===== src/rtl/wb_port_arbiter_if.sv =====
// Register-file write-port bundle shared by the pipeline write-back stage,
// the MDU result path and the write-port arbiter.
interface wb_port_arbiter_if;
   logic        pipe_valid;
   logic [4:0]  pipe_rd;
   logic [1:0]  pipe_sel;
   logic        pipe_stall;
   logic        mdu_valid;
   logic [4:0]  mdu_rd;
   logic [31:0] mdu_data;
   logic        mdu_ready;
   logic        rf_we;
   logic [4:0]  rf_rd;
   logic [1:0]  wb_sel;
   logic        wb_src_mdu;
   logic [31:0] mdu_wdata;
   logic [1:0]  pend_count;

   modport master (
      input  pipe_valid, pipe_rd, pipe_sel, mdu_valid, mdu_rd, mdu_data,
      output pipe_stall, mdu_ready, rf_we, rf_rd, wb_sel, wb_src_mdu,
             mdu_wdata, pend_count
   );

   modport slave (
      output pipe_valid, pipe_rd, pipe_sel, mdu_valid, mdu_rd, mdu_data,
      input  pipe_stall, mdu_ready, rf_we, rf_rd, wb_sel, wb_src_mdu,
             mdu_wdata, pend_count
   );
endinterface


===== src/rtl/wb_port_arbiter.sv =====
// Register-file write-port arbiter: pipeline write-back vs. buffered MDU
// results, with starvation stalls and WAW kill of stale MDU results.
module wb_port_arbiter #(
   parameter int unsigned STARVE_LIMIT = 4
) (
   input  logic               clk,
   input  logic               rst_n,
   wb_port_arbiter_if.master  bus
);

   localparam logic [3:0] LIMIT = 4'(STARVE_LIMIT);

   typedef struct packed {
      logic        live;
      logic [4:0]  rd;
      logic [31:0] data;
   } entry_t;

   entry_t [1:0] fifo_q;
   logic         rd_ptr_q;
   logic         wr_ptr_q;
   logic [1:0]   occ_q;
   logic [3:0]   starve_q;

   logic         rf_we_q;
   logic [4:0]   rf_rd_q;
   logic [1:0]   wb_sel_q;
   logic         src_mdu_q;
   logic [31:0]  wdata_q;

   entry_t       head;
   logic         head_valid;
   logic         head_live;
   logic         head_dead;
   logic         stall;
   logic         ready;
   logic         grant_pipe;
   logic         grant_mdu;
   logic         pop;
   logic         store;
   logic [3:0]   starve_d;

   always_comb begin
      stall      = (starve_q == LIMIT);
      ready      = (occ_q != 2'd2);
      head       = fifo_q[rd_ptr_q];
      head_valid = (occ_q != 2'd0);
      head_live  = head_valid && head.live;
      head_dead  = head_valid && !head.live;
      // A dead head is discarded without using the port, so the pipe may still write.
      grant_pipe = bus.pipe_valid && (bus.pipe_rd != '0) && !stall;
      grant_mdu  = !grant_pipe && head_live;
      pop        = head_dead || grant_mdu;
      store      = bus.mdu_valid && ready && (bus.mdu_rd != '0) &&
                   !(grant_pipe && (bus.pipe_rd == bus.mdu_rd));
   end

   always_comb begin
      starve_d = starve_q;
      if (!head_valid || pop)
         starve_d = '0;
      else if (head_live && (starve_q != LIMIT))
         starve_d = starve_q + 4'd1;
   end

   always_ff @(posedge clk or negedge rst_n) begin
      if (!rst_n) begin
         fifo_q    <= '0;
         rd_ptr_q  <= 1'b0;
         wr_ptr_q  <= 1'b0;
         occ_q     <= '0;
         starve_q  <= '0;
         rf_we_q   <= 1'b0;
         rf_rd_q   <= '0;
         wb_sel_q  <= '0;
         src_mdu_q <= 1'b0;
         wdata_q   <= '0;
      end else begin
         // The pipe write is younger than anything buffered, so same-rd entries go stale.
         for (int unsigned i = 0; i < 2; i++) begin
            if (grant_pipe && (fifo_q[1'(i)].rd == bus.pipe_rd))
               fifo_q[1'(i)].live <= 1'b0;
         end
         if (pop) begin
            fifo_q[rd_ptr_q].live <= 1'b0;
            rd_ptr_q              <= ~rd_ptr_q;
         end
         if (store) begin
            fifo_q[wr_ptr_q] <= {1'b1, bus.mdu_rd, bus.mdu_data};
            wr_ptr_q         <= ~wr_ptr_q;
         end
         occ_q    <= occ_q + {1'b0, store} - {1'b0, pop};
         starve_q <= starve_d;

         rf_we_q <= grant_pipe || grant_mdu;
         if (grant_pipe) begin
            rf_rd_q   <= bus.pipe_rd;
            wb_sel_q  <= bus.pipe_sel;
            src_mdu_q <= 1'b0;
         end else if (grant_mdu) begin
            rf_rd_q   <= head.rd;
            wdata_q   <= head.data;
            src_mdu_q <= 1'b1;
         end
      end
   end

   always_comb begin
      bus.pipe_stall = stall;
      bus.mdu_ready  = ready;
      bus.rf_we      = rf_we_q;
      bus.rf_rd      = rf_rd_q;
      bus.wb_sel     = wb_sel_q;
      bus.wb_src_mdu = src_mdu_q;
      bus.mdu_wdata  = wdata_q;
      bus.pend_count = {1'b0, fifo_q[0].live} + {1'b0, fifo_q[1].live};
   end

endmodule


===== src/flat_wrapper.sv =====
// flat-port wrapper written by rule: the top's interface ports become plain ports
module wb_port_arbiter_flat 
#(
   parameter int unsigned STARVE_LIMIT = 4
)
  (clk, rst_n, bus_pipe_valid, bus_pipe_rd, bus_pipe_sel, bus_mdu_valid, bus_mdu_rd, bus_mdu_data, bus_pipe_stall, bus_mdu_ready, bus_rf_we, bus_rf_rd, bus_wb_sel, bus_wb_src_mdu, bus_mdu_wdata, bus_pend_count);
  wb_port_arbiter_if bus_i ();
  input  logic clk;
  input  logic rst_n;
  input wire logic [$bits(bus_i.pipe_valid)-1:0] bus_pipe_valid;
  input wire logic [$bits(bus_i.pipe_rd)-1:0] bus_pipe_rd;
  input wire logic [$bits(bus_i.pipe_sel)-1:0] bus_pipe_sel;
  input wire logic [$bits(bus_i.mdu_valid)-1:0] bus_mdu_valid;
  input wire logic [$bits(bus_i.mdu_rd)-1:0] bus_mdu_rd;
  input wire logic [$bits(bus_i.mdu_data)-1:0] bus_mdu_data;
  output wire logic [$bits(bus_i.pipe_stall)-1:0] bus_pipe_stall;
  output wire logic [$bits(bus_i.mdu_ready)-1:0] bus_mdu_ready;
  output wire logic [$bits(bus_i.rf_we)-1:0] bus_rf_we;
  output wire logic [$bits(bus_i.rf_rd)-1:0] bus_rf_rd;
  output wire logic [$bits(bus_i.wb_sel)-1:0] bus_wb_sel;
  output wire logic [$bits(bus_i.wb_src_mdu)-1:0] bus_wb_src_mdu;
  output wire logic [$bits(bus_i.mdu_wdata)-1:0] bus_mdu_wdata;
  output wire logic [$bits(bus_i.pend_count)-1:0] bus_pend_count;
  assign bus_i.pipe_valid = bus_pipe_valid;
  assign bus_i.pipe_rd = bus_pipe_rd;
  assign bus_i.pipe_sel = bus_pipe_sel;
  assign bus_i.mdu_valid = bus_mdu_valid;
  assign bus_i.mdu_rd = bus_mdu_rd;
  assign bus_i.mdu_data = bus_mdu_data;
  assign bus_pipe_stall = bus_i.pipe_stall;
  assign bus_mdu_ready = bus_i.mdu_ready;
  assign bus_rf_we = bus_i.rf_we;
  assign bus_rf_rd = bus_i.rf_rd;
  assign bus_wb_sel = bus_i.wb_sel;
  assign bus_wb_src_mdu = bus_i.wb_src_mdu;
  assign bus_mdu_wdata = bus_i.mdu_wdata;
  assign bus_pend_count = bus_i.pend_count;
  wb_port_arbiter #(.STARVE_LIMIT(STARVE_LIMIT)) u_core (.clk(clk), .rst_n(rst_n), .bus(bus_i));
endmodule

===== config.mk =====
export PLATFORM = sky130hd
export DESIGN_NAME = wb_port_arbiter_flat
export DESIGN_NICKNAME = d
export VERILOG_FILES = /design/src/rtl/wb_port_arbiter_if.sv /design/src/rtl/wb_port_arbiter.sv /design/src/flat_wrapper.sv
export SDC_FILE = /design/constraint.sdc
export NUM_CORES = 1
export LEC_CHECK = 0
export BUFFER_PORTS_ARGS = -buffer_cell sky130_fd_sc_hd__buf_4
export CAP_MARGIN = 20
export CORE_AREA = 2 2 115 117
export DETAILED_ROUTE_END_ITERATION = 8
export DIE_AREA = 0 0 117 119
export PLACE_DENSITY = 0.73
export SLEW_MARGIN = 15
export SYNTH_ARGS = -nofsm -noshare
export SYNTH_HDL_FRONTEND = slang
export SYNTH_SLANG_ARGS = --single-unit
export TNS_END_PERCENT = 20

===== constraint.sdc =====
create_clock -name clk -period 2.2 [get_ports clk]
set_clock_uncertainty 0.1 [all_clocks]
set_input_delay 0.22 -clock clk [delete_from_list [all_inputs] [get_ports clk]]
set_output_delay 0.22 -clock clk [all_outputs]
set_load 0.02 [all_outputs]

==> results_tabular.tex <==
\begin{tabular}{lr}
\hline
Metric & Value \\
\hline
\multicolumn{2}{l}{\textbf{Die}} \\
Ports placed on the boundary & 93 \\
Number of rows created at floorplan & 42 \\
Width of the chip & 117 microns \\
Initial cell density of the core & 0.423 \\
Die Y-Extent & 119 microns \\
Core box area & 12900 sq um \\
Die area & 13900 sq um \\
\multicolumn{2}{l}{\textbf{Setup path}} \\
Crit-path max FO & 37 \\
CP required & 2.39 ns \\
Crit end category & register \\
Worst path max stage delay & 0.38 ns \\
Crit Path Category & reg2reg \\
Crit path arrival time & 2.40 ns \\
Critical Path Start Type & register \\
Cell-by-cell listing of the critical path & inv\_1 -> ha\_2 -> nand3b\_1 -> buf\_4 -> o211a\_4 -> a311oi\_4 -> buf\_12 -> mux2\_2 \\
Critical path's slowest cell & sky130\_fd\_sc\_hd\_\_dfrtp\_1 \\
\multicolumn{2}{l}{\textbf{Power and ir drop}} \\
Combinational cell fraction of total power & 0.406 \\
Cell-internal power & 8.00 mW \\
Worst supply voltage drop on vdd & 0.660 mV \\
Relative contribution of sequential cells to total power & 0.344 \\
Overall power & 12.1 mW \\
Power density over the cells & 1540 nW/um\^{}2 \\
Share of power burned in the clock network & 0.250 \\
Leakage power figure & 3.59 nW \\
Sw power & 4.06 mW \\
Sw frac & 0.337 \\
\multicolumn{2}{l}{\textbf{GRT}} \\
Global route total overflow & 0 \\
Antenna violations before repair & 0 \\
First-pass GRT wire length & 20700 microns \\
Number of global-route vias before repair & 4084 \\
Maximum number of pins on one net before global-route repair & 56 \\
Tot GR Track Use & 0.196 \\
\multicolumn{2}{l}{\textbf{STA}} \\
Time the final worst path needs with I/O delays and setup & 2.21 ns \\
Worst-case headroom to the max-slew limit & 0.522 \\
Setup Total Neg Slack & -0.0286 ns \\
Final clock period utilization by the worst path & 1.00 \\
Final hold violation count & 0 \\
Final number of setup-violating endpoints & 8 \\
Final Max Tran Viols & 0 \\
Achievable clock frequency & 0.453 GHz \\
Hold Slack & 0.0730 ns \\
Unrepaired setup endpoints after global routing & yes \\
Worst setup slack after layout & -0.00933 ns \\
Actual slew at the worst max-slew pin & 0.717 ns \\
\multicolumn{2}{l}{\textbf{Finish}} \\
Synth-to-layout area growth & 43.4\% \\
Cell area after layout & 7820 sq um \\
Count of filler cells inserted in the layout & 1006 \\
Final cell count without fillers & 771 \\
Final net count & 634 \\
Share of cells above drive strength 1 & 0.412 \\
Count of antenna diodes in the layout & 0 \\
\multicolumn{2}{l}{\textbf{Run status}} \\
Status & finished with violations \\
Violations in the final reports & negative setup slack \\
\multicolumn{2}{l}{\textbf{Drt}} \\
DRC violation count after routing & 0 \\
Count of vias placed by the detailed router & 3895 \\
Antenna viol nets, final & 0 \\
WL per Instance & 17.2 microns \\
DRC violation total after the first TritonRoute iteration & 167 \\
Per-cell via count in the routed design & 5.05 \\
Routed WL & 13300 microns \\
Number of search-and-repair iterations in the first detailed-routing pass & 4 \\
\multicolumn{2}{l}{\textbf{CTS}} \\
Clock latency at the later pin of the worst-skew pair & 0.41 ns \\
CTS Root Cell & sky130\_fd\_sc\_hd\_\_clkbuf\_16 \\
CTS clock-pin slew for the worst setup and hold paths & 0.06 ns \\
Inserted Clock Buffers & 17 \\
CTS tree & done \\
Maximum buffer depth of the clock tree & 2 \\
Clock net sink count & 125 \\
H-tree depth & 4 \\
\multicolumn{2}{l}{\textbf{Placement}} \\
Placed insts & 690 \\
Area after detailed placement & 6530 sq um \\
PortBufs & 92 \\
RD Place Congestion & 0.911 \\
Half-perimeter wire length after placement & 8060 microns \\
\multicolumn{2}{l}{\textbf{Synthesis}} \\
Unique masters post-synth & 33 \\
Synthesized area per cell & 12.9 sq um \\
Number of synthesized register bits & 125 \\
Cells after synthesis & 422 \\
Warning count from the yosys run & 0 \\
Cell area after technology mapping & 5450 sq um \\
Post-synth net total & 474 \\
Fraction of the yosys area taken by sequential cells & 0.574 \\
\multicolumn{2}{l}{\textbf{Job}} \\
Maxcap violations & 0 \\
\multicolumn{2}{l}{\textbf{Min path}} \\
Path category of the worst min-delay check & in2reg \\
\hline
\end{tabular}
placed cells by master, fill, tap and decap left out, types with 2 or more instances in the layout:
cell,n
sky130_fd_sc_hd__dfrtp_1,124
sky130_fd_sc_hd__buf_4,117
sky130_fd_sc_hd__a21oi_1,65
sky130_fd_sc_hd__mux2_2,52
sky130_fd_sc_hd__dlygate4sd3_1,40
sky130_fd_sc_hd__mux2i_1,39
sky130_fd_sc_hd__mux2_4,27
sky130_fd_sc_hd__clkbuf_16,18
sky130_fd_sc_hd__nand2_1,12
sky130_fd_sc_hd__xnor2_1,12
sky130_fd_sc_hd__o21ai_0,11
sky130_fd_sc_hd__nand3_1,7
sky130_fd_sc_hd__nor2_1,6
sky130_fd_sc_hd__xor2_1,6
sky130_fd_sc_hd__buf_12,6
sky130_fd_sc_hd__inv_1,5
sky130_fd_sc_hd__clkbuf_8,4
sky130_fd_sc_hd__bufinv_16,4
sky130_fd_sc_hd__nor2b_1,3
sky130_fd_sc_hd__or4_1,2
sky130_fd_sc_hd__o211ai_1,2
sky130_fd_sc_hd__and3_1,2
sky130_fd_sc_hd__ha_2,2
sky130_fd_sc_hd__ha_1,2
sky130_fd_sc_hd__clkbuf_1,2
sky130_fd_sc_hd__clkinvlp_4,2
sky130_fd_sc_hd__clkinv_4,2
sky130_fd_sc_hd__buf_6,2
final cells by class:
type | instances | area [sq um] | share of cell area
flip-flops and latches | 125 | 3130 | 0.400
multi-input cells | 266 | 2330 | 0.298
repair buffers | 167 | 1470 | 0.189
clock buffers | 23 | 488 | 0.0624
well taps | 176 | 220 | 0.0282
clock inverters | 9 | 158 | 0.0202
inverters | 5 | 18.8 | 0.00240
per-layer routing:
metal	share of wire	track usage	wire length [microns]
met5	0	0	0
met1	0.46	0.263	6050
met4	0.021	0.0846	284
met3	0.050	0.0509	670
met2	0.47	0.298	6280
registers in the layout, indices dropped and copies added, names as in the netlist:
register and count:
u_core.rd_ptr_q 1, u_core.bus.rf_rd 5, u_core.occ_q 2, u_core.bus.wb_sel 2
u_core.starve_q 4, u_core.fifo_q 76, u_core.bus.rf_we 1, u_core.bus.mdu_wdata 32
u_core.bus.wb_src_mdu 1, u_core.wr_ptr_q 1
metrics by stage:
| stage | setup slack (ns) | util |
|---|---|---|
| after floorplan | -0.110 | - |
| after global placement | -0.112 | 0.507 |
| after detailed placement | -0.140 | 0.507 |
| after CTS | -0.0524 | 0.597 |
| after global routing | -0.131 | 0.607 |
| final | -0.00933 | 0.607 |
critical path: cells and delay by family (launching register included):
| family | cells | cell delay, ns |
|---|---|---|
| DFF | 1 | 0.38 |
| buffers and inverters | 3 | 0.53 |
| and+or+nand+nor | 1 | 0.12 |
| AOI/OAI and AO/OA | 2 | 0.40 |
| adders and majority gates | 1 | 0.16 |
| muxes | 1 | 0.37 |
kinds of logic (layout without fill, tap and decap cells):
family	count (synthesis)	in the layout	synth area share
flip-flops	125	125	0.574
multiplexers	119	119	0.237
XOR/XNOR	18	18	0.0289
AND/OR/NAND/NOR	39	39	0.0347
buffers and inverters	31	204	0.0276
adder cells (fa/ha/maj)	4	4	0.00919
AO/OA/AOI/OAI	86	86	0.0886
what timing repair did:
item,in CTS,in global routing
pin swaps,3,3
setup endpoints to repair,38,75
endpoints found under the hold margin,116,0
hold buffers,40,0
buffers inserted,5,2
gates cloned,2,2
gates resized for setup,6,33
worst paths after layout:
kind | from | endpoint | slack, ns | depth (start not counted)
worst max-delay path | u_core.starve_q[1] | u_core.fifo_q[5] | -0.009 | 8
worst min-delay path | bus_mdu_rd[1] | u_core.fifo_q[33] | 0.07 | 3
worst max register to register | u_core.starve_q[1] | u_core.fifo_q[5] | -0.009 | 8
worst min register to register | u_core.bus.wb_sel[0] | u_core.bus.wb_sel[0] | 0.38 | 2
max in group asynchronous | rst_n | u_core.fifo_q[66] | 0.98 | 3
min in group asynchronous | rst_n | u_core.bus.mdu_wdata[29] | 0.25 | 2
synth_stat cells, drive strengths merged:
master,count,area share
and2,1,0.0011
o211ai,2,0.0028
a21oi,65,0.060
a311oi,1,0.0048
nor4,1,0.0011
mux2,80,0.17
xor2,6,0.0096
ha,4,0.0092
nor3,2,0.0018
or4,2,0.0028
nand3b,1,0.0014
nand2b,1,0.0011
o211a,2,0.0037
o311ai,1,0.0016
nand2,12,0.0083
nor2b,3,0.0034
xnor2,12,0.019
o22ai,1,0.0011
inv,5,0.0034
o31ai,1,0.0014
and3,2,0.0023
dfrtp,125,0.57
nor2,7,0.0048
clkbuf,15,0.010
buf,11,0.014
mux2i,39,0.072
o41ai,1,0.0016
nand3,7,0.0064
a221o,1,0.0018
o21ai,11,0.010
power by group through the flow:
| stage | combinational, mW | clock (mW) | sequential, mW |
|---|---|---|---|
| 2_1_floorplan | 2.60 | 0 | 4.39 |
| 3_3_place_gp | 4.38 | 0 | 4.07 |
| 3_5_place_dp | 4.50 | 0 | 4.14 |
| 4_1_cts | 4.71 | 3.05 | 4.12 |
| 5_1_grt | 5.30 | 3.16 | 4.27 |
| 6_report | 4.90 | 3.01 | 4.15 |
(Power assumes the default switching activity.)
